==> config.mk <==
export PLATFORM = sky130hd
export DESIGN_NAME = corr_search_sequencer
export DESIGN_NICKNAME = d
export VERILOG_FILES = /design/src/rtl/corr_pkg.sv /design/src/rtl/corr_argmax.sv /design/src/rtl/corr_search_sequencer.sv
export SDC_FILE = /design/constraint.sdc
export NUM_CORES = 1
export LEC_CHECK = 0
export ABC_AREA = 1
export CAP_MARGIN = 10
export CELL_PAD_IN_SITES_DETAIL_PLACEMENT = 0
export CELL_PAD_IN_SITES_GLOBAL_PLACEMENT = 2
export CORE_ASPECT_RATIO = 1.25
export CORE_MARGIN = 8
export CORE_UTILIZATION = 34
export DETAILED_ROUTE_END_ITERATION = 8
export PLACE_DENSITY_LB_ADDON = 0.15
export SYNTH_ARGS = -nofsm -noshare
export SYNTH_HDL_FRONTEND = slang
export SYNTH_SLANG_ARGS = --single-unit
==> constraint.sdc <==
create_clock -name iCLK -period 7.8 [get_ports iCLK]
set_input_delay 1.56 -clock iCLK [delete_from_list [all_inputs] [get_ports iCLK]]
set_output_delay 1.56 -clock iCLK [all_outputs]
set_load 0.1 [all_outputs]
==> src/rtl/corr_pkg.sv <==
// Shared types and helpers for the correlation search sequencer.
package corr_pkg;

    localparam int unsigned COORD_W_DEF = 13;
    localparam int unsigned CORR_W_DEF  = 32;
    localparam int unsigned STEP_W      = 4;

    typedef enum logic [2:0] {
        IDLE    = 3'd0,
        ISSUE   = 3'd1,
        WAIT    = 3'd2,
        ADVANCE = 3'd3,
        DONE    = 3'd4
    } stateT;

    // A zero stride would never leave the window, so it is promoted to 1.
    function automatic logic [STEP_W-1:0] stepNorm(input logic [STEP_W-1:0] s);
        return (s == '0) ? STEP_W'(1) : s;
    endfunction

endpackage

==> src/rtl/corr_argmax.sv <==
// Running argmax of correlation scores; the first score after a clear is always taken,
// later ones only when strictly greater, so ties keep the earlier candidate.
module corr_argmax
    import corr_pkg::*;
#(
    parameter int unsigned COORD_W = COORD_W_DEF,
    parameter int unsigned CORR_W  = CORR_W_DEF
) (
    input  logic               iCLK,
    input  logic               iRST_N,
    input  logic               iClear,
    input  logic               iValid,
    input  logic [COORD_W-1:0] iX,
    input  logic [COORD_W-1:0] iY,
    input  logic [CORR_W-1:0]  iScore,
    output logic [COORD_W-1:0] oBestX,
    output logic [COORD_W-1:0] oBestY,
    output logic [CORR_W-1:0]  oBestScore
);

    logic bestValid;

    always_ff @(posedge iCLK or negedge iRST_N) begin
        if (!iRST_N) begin
            bestValid  <= 1'b0;
            oBestX     <= '0;
            oBestY     <= '0;
            oBestScore <= '0;
        end else if (iClear) begin
            bestValid  <= 1'b0;
            oBestX     <= '0;
            oBestY     <= '0;
            oBestScore <= '0;
        end else if (iValid && (!bestValid || (iScore > oBestScore))) begin
            bestValid  <= 1'b1;
            oBestX     <= iX;
            oBestY     <= iY;
            oBestScore <= iScore;
        end
    end

endmodule

==> src/rtl/corr_search_sequencer.sv <==
// Walks the correlation engine over a search window in raster order with a programmable
// stride, tracks the best score and reports result, error and heartbeat status.
module corr_search_sequencer
    import corr_pkg::*;
#(
    parameter int unsigned COORD_W = COORD_W_DEF,
    parameter int unsigned CORR_W  = CORR_W_DEF,
    parameter int unsigned TMO_W   = 20,
    parameter int unsigned HB_W    = 24
) (
    input  logic               iCLK,
    input  logic               iRST_N,
    input  logic               iStart,
    input  logic               iAbort,
    input  logic [COORD_W-1:0] iWinX0,
    input  logic [COORD_W-1:0] iWinY0,
    input  logic [COORD_W-1:0] iWinX1,
    input  logic [COORD_W-1:0] iWinY1,
    input  logic [STEP_W-1:0]  iStep,
    output logic               oCorrStart,
    output logic [COORD_W-1:0] oX,
    output logic [COORD_W-1:0] oY,
    input  logic               iCorrValid,
    input  logic [CORR_W-1:0]  iCorrValue,
    output logic [COORD_W-1:0] oXresult,
    output logic [COORD_W-1:0] oYresult,
    output logic [CORR_W-1:0]  oBestCorr,
    output logic               oBusy,
    output logic               oFinished,
    output logic               oError,
    output logic               oStatusLed
);

    localparam int unsigned XW = COORD_W + 1;
    // Counter value in the last WAIT cycle; it would reach all-ones on the next edge.
    localparam logic [TMO_W-1:0] TMO_LAST = ~TMO_W'(1);

    stateT              state;
    logic [COORD_W-1:0] winX0;
    logic [COORD_W-1:0] winX1;
    logic [COORD_W-1:0] winY1;
    logic [STEP_W-1:0]  step;
    logic [TMO_W-1:0]   tmoCnt;
    logic [HB_W-1:0]    hbCnt;
    logic [XW-1:0]      nextX;
    logic [XW-1:0]      nextY;
    logic               startOk;
    logic               winBad;
    logic               argClear;
    logic               argValid;

    assign startOk  = iStart && ((state == IDLE) || (state == DONE));
    assign winBad   = (iWinX0 > iWinX1) || (iWinY0 > iWinY1);
    assign argClear = startOk && !iAbort;
    assign argValid = (state == WAIT) && iCorrValid && !iAbort;
    // One extra bit so stepping past the top coordinate cannot wrap back into the window.
    assign nextX    = {1'b0, oX} + XW'(step);
    assign nextY    = {1'b0, oY} + XW'(step);

    corr_argmax #(
        .COORD_W (COORD_W),
        .CORR_W  (CORR_W)
    ) uArgmax (
        .iCLK       (iCLK),
        .iRST_N     (iRST_N),
        .iClear     (argClear),
        .iValid     (argValid),
        .iX         (oX),
        .iY         (oY),
        .iScore     (iCorrValue),
        .oBestX     (oXresult),
        .oBestY     (oYresult),
        .oBestScore (oBestCorr)
    );

    always_ff @(posedge iCLK or negedge iRST_N) begin
        if (!iRST_N) begin
            state      <= IDLE;
            winX0      <= '0;
            winX1      <= '0;
            winY1      <= '0;
            step       <= '0;
            tmoCnt     <= '0;
            hbCnt      <= '0;
            oCorrStart <= 1'b0;
            oX         <= '0;
            oY         <= '0;
            oBusy      <= 1'b0;
            oFinished  <= 1'b0;
            oError     <= 1'b0;
            oStatusLed <= 1'b0;
        end else begin
            oCorrStart <= 1'b0;
            // Heartbeat; state transitions below override the LED when leaving busy.
            if (oBusy) begin
                hbCnt <= hbCnt + HB_W'(1);
                if (hbCnt == '1) begin
                    oStatusLed <= ~oStatusLed;
                end
            end
            if (iAbort) begin
                state      <= IDLE;
                oBusy      <= 1'b0;
                oFinished  <= 1'b0;
                oError     <= 1'b0;
                oStatusLed <= 1'b0;
            end else begin
                case (state)
                    IDLE, DONE: begin
                        if (iStart) begin
                            winX0 <= iWinX0;
                            winX1 <= iWinX1;
                            winY1 <= iWinY1;
                            step  <= stepNorm(iStep);
                            if (winBad) begin
                                state      <= DONE;
                                oBusy      <= 1'b0;
                                oFinished  <= 1'b1;
                                oError     <= 1'b1;
                                oStatusLed <= 1'b1;
                            end else begin
                                state      <= ISSUE;
                                oX         <= iWinX0;
                                oY         <= iWinY0;
                                oBusy      <= 1'b1;
                                oFinished  <= 1'b0;
                                oError     <= 1'b0;
                                oStatusLed <= 1'b0;
                                hbCnt      <= '0;
                            end
                        end
                    end
                    ISSUE: begin
                        oCorrStart <= 1'b1;
                        tmoCnt     <= '0;
                        state      <= WAIT;
                    end
                    WAIT: begin
                        if (iCorrValid) begin
                            state <= ADVANCE;
                        end else if (tmoCnt == TMO_LAST) begin
                            state      <= DONE;
                            oBusy      <= 1'b0;
                            oFinished  <= 1'b1;
                            oError     <= 1'b1;
                            oStatusLed <= 1'b1;
                        end else begin
                            tmoCnt <= tmoCnt + TMO_W'(1);
                        end
                    end
                    ADVANCE: begin
                        if (nextX <= {1'b0, winX1}) begin
                            oX    <= nextX[COORD_W-1:0];
                            state <= ISSUE;
                        end else begin
                            oX <= winX0;
                            if (nextY <= {1'b0, winY1}) begin
                                oY    <= nextY[COORD_W-1:0];
                                state <= ISSUE;
                            end else begin
                                state      <= DONE;
                                oBusy      <= 1'b0;
                                oFinished  <= 1'b1;
                                oError     <= 1'b0;
                                oStatusLed <= 1'b1;
                            end
                        end
                    end
                    default: begin
                        state <= IDLE;
                        oBusy <= 1'b0;
                    end
                endcase
            end
        end
    end

endmodule

==> results.txt <==
Status: complete, no violations
ANT cells: 0
Total Routed Length: 34300 um
Drt drc: 0
Power, Total: 4.44 mW
Tmin final: 4.15 ns
Starting DRC count in detailed routing: 456
Grt met2 use: 0.308
Asr flop ratio synth: 1.00
Crit end category: flop
Routability cong.: 0.830
Synth cell types: 44
DIE AREA: 0.0399 mm^2
Synth top area cells: dfrtp_1 (39%), nand2_1 (14%), ha_1 (10%)
Number of global-route vias before repair: 10200
Clock sinks: 180
TritonRoute pass-1 iters: 5
M3 GR Usage: 0.0316
Hold_ws: 0.473 ns
Syn avg cell area: 7.60 um^2
Routed WL per cell: 16.3 um
Sequential share of the synthesized area: 0.393
Fin nets: 1855
Mapped cell area: 0.0115 mm^2
Worst setup endpoint: oY[7]
Grt total ovfl: 0
CTS max path bufs: 2
Final hold vios: 0
Final Cycle Share: 0.531
Vias post-DR: 10100
Htree depth: 4
Placed instance area: 0.0136 mm^2
DP Cell Count: 2068
Vias per cell: 4.79
IO Port Bufs: 181
Worst setup SP type: primary input
Worst clock skew: 0.00923 ns
FF+latch area: 0.00450 mm^2
CTS tree: yes
Unrepaired setup endpoints after global routing: false
# setup viols final: 0
GR peak layer: met2
Yosys warnings: 0
Die Width: 180 um
Die height: 221 um
Multi-input logic area: 0.00584 mm^2
Highest Clock Rate: 241 MHz
Site Rows: 75
Initial cell density of the core: 0.343
Setup Fix Bufs, Post-CTS: 0
Post-route ant nets: 0
Final TNS setup: 0 ns
Worst-margin pin slew: 1.05 ns
Reg2Reg Launch Point: oY[0]
Non-Filler Instances: 2101
Largest net degree at the start of global routing: 93
Post-synth top flop: dfrtp_1
Hold Path Class: flop to flop
Yosys top cell by area: dfrtp_1
Number of flops mapped to enable cells by yosys: 0
End-of-flow core utilization: 0.427
Post-detail-place hpwl: 25500 um
R2r setup slk: 3.87 ns
#FFs+latches synth: 180
Max Slew Vio Count: 0
Fillers: 3453
GRT Total Usage: 0.174
WP data arrival: 4.47 ns
Slack of the critical path: 3.65 ns
Post-Synthesis Cells: 1509
P_leak: 7.16 nW
Critical Path RT: 8.12 ns
Peak fanout along the critical path: 26
Area growth syn-to-layout: 24.4%
Global-route wire length before repair: 55700 um
Mapped Nets: 1699
Max cap viols: 0
Worst slack, placed: 3.12 ns
Initial antenna violation count: 0
Maximum VDD drop: 0.000178 V
Post-CTS sizing: 0
Clk root buf: clkbuf_16
Worst skew pair latency: 0.44 ns
Critical path startpoint: iWinX1[12]
PD cells: 311 mW/mm^2
Reg clk slew, reported paths: 0.07 ns
RR Endpoint: oY[7]
CTS Hold Bufs: 0
Finished Cell Area: 0.0143 mm^2
CORE AREA: 0.0334 mm^2
Num CTS Buffers: 17
Layout cells sized above 1: 0.0435
Top cell type's share of synthesized area: 0.393
Critical Setup Path Class: primary input to flop
IO Pins: 182
Max_slew headroom: 0.295
Reg2reg path depth: 20
Met1 Track Usage GR: 0.213
-- synth_stat cells (7+ instances only) --
library cell and number:
o21ai_1 17, o31ai_1 15, buf_2 14, xnor2_1 16
nand2_1 415, o21ai_0 73, nand3_1 156, nand3b_1 7
nor3_1 20, nand4_1 29, dfrtp_1 180, a21oi_1 58
xor2_1 32, clkbuf_1 21, inv_2 8, or2_2 7
buf_1 8, ha_1 95, nor2_1 55, a21boi_0 13
inv_1 224
-- cells by family after synthesis --
logic type | count (synthesis) | synth area share
fa+ha+maj | 97 | 0.107
buf+inv | 285 | 0.0990
compound gates | 186 | 0.0893
xor+xnor | 48 | 0.0366
simple gates | 712 | 0.274
mux | 1 | 0.000873
flops | 180 | 0.393
-- worst max-delay path: stages --
cell and delay, ns:
clkdlybuf4s50_1 0.48, inv_1 0.05, ha_1 0.30, nand4_1 0.16, nor3_1 0.28, nand4_1 0.12, nand2_1 0.11, nand2_1 0.13
nand2_1 0.12, nand3_2 0.44, inv_2 0.23, nand3_4 0.26, nand2_1 0.13, o21ai_1 0.07
-- state kept, by name, indices dropped and copies added, names as in the netlist --
name	flops
winX1	13
oStatusLed	1
tmoCnt	20
uArgmax.oBestY	13
uArgmax.oBestScore	32
winY1	13
oBusy	1
winX0	13
oY	13
oCorrStart	1
step	4
uArgmax.bestValid	1
state	3
oError	1
oFinished	1
hbCnt	24
oX	13
uArgmax.oBestX	13
-- cell usage in the layout, fill, tap and decap left out, types with 3 or more instances in the layout --
master / netlist / routed
a21boi_0: 13 / 13
a21oi_1: 58 / 58
buf_4: 5 / 7
bufinv_16: 0 / 4
clkbuf_16: 0 / 17
clkbuf_8: 0 / 3
clkdlybuf4s50_1: 0 / 180
dfrtp_1: 180 / 180
ha_1: 95 / 95
inv_1: 224 / 224
inv_2: 8 / 8
nand2_1: 415 / 413
nand2_2: 1 / 3
nand3_1: 156 / 156
nand3b_1: 7 / 7
nand4_1: 29 / 29
nor2_1: 55 / 55
nor2_2: 4 / 4
nor2_4: 4 / 4
nor3_1: 20 / 20
nor4_1: 5 / 5
o21ai_0: 73 / 73
o21ai_1: 17 / 17
o31ai_1: 15 / 15
or2_2: 7 / 7
xnor2_1: 16 / 16
xor2_1: 32 / 32
-- cell type report --
| cell class | count | share of cell area |
|---|---|---|
| multi-input cells | 1044 | 0.409 |
| flip-flops and latches | 180 | 0.316 |
| repair buffers | 189 | 0.133 |
| inverters | 233 | 0.0613 |
| well taps | 423 | 0.0371 |
| clock buffers | 21 | 0.0323 |
| clock inverters | 11 | 0.0122 |
-- how the worst min path moves through the flow --
stage,startpoint,to,slack [ns],cells after the start
2_1_floorplan,winX0[11],winX0[11],0.44,2
3_5_place_dp,winX0[7],winX0[7],0.46,2
3_3_place_gp,winX0[7],winX0[7],0.46,2
4_1_cts,winX0[7],winX0[7],0.48,2
5_1_grt,winX0[7],winX0[7],0.50,2
6_report,winX0[7],winX0[7],0.47,2
-- layer usage --
metal  part of all wire  vias up
met5                  0        -
met4              0.012        0
met3              0.031       31
met2               0.50      164
met1               0.45     4689
li1                   -     5178
-- where the power goes --
group,switching [mW],internal [mW],leakage [nW]
Combinational,1.55,0.626,4.49
Sequential,0.198,1.11,2.36
Clock,0.400,0.557,0.306
Total,2.15,2.29,7.16
Power figures use the tool's default switching activity.
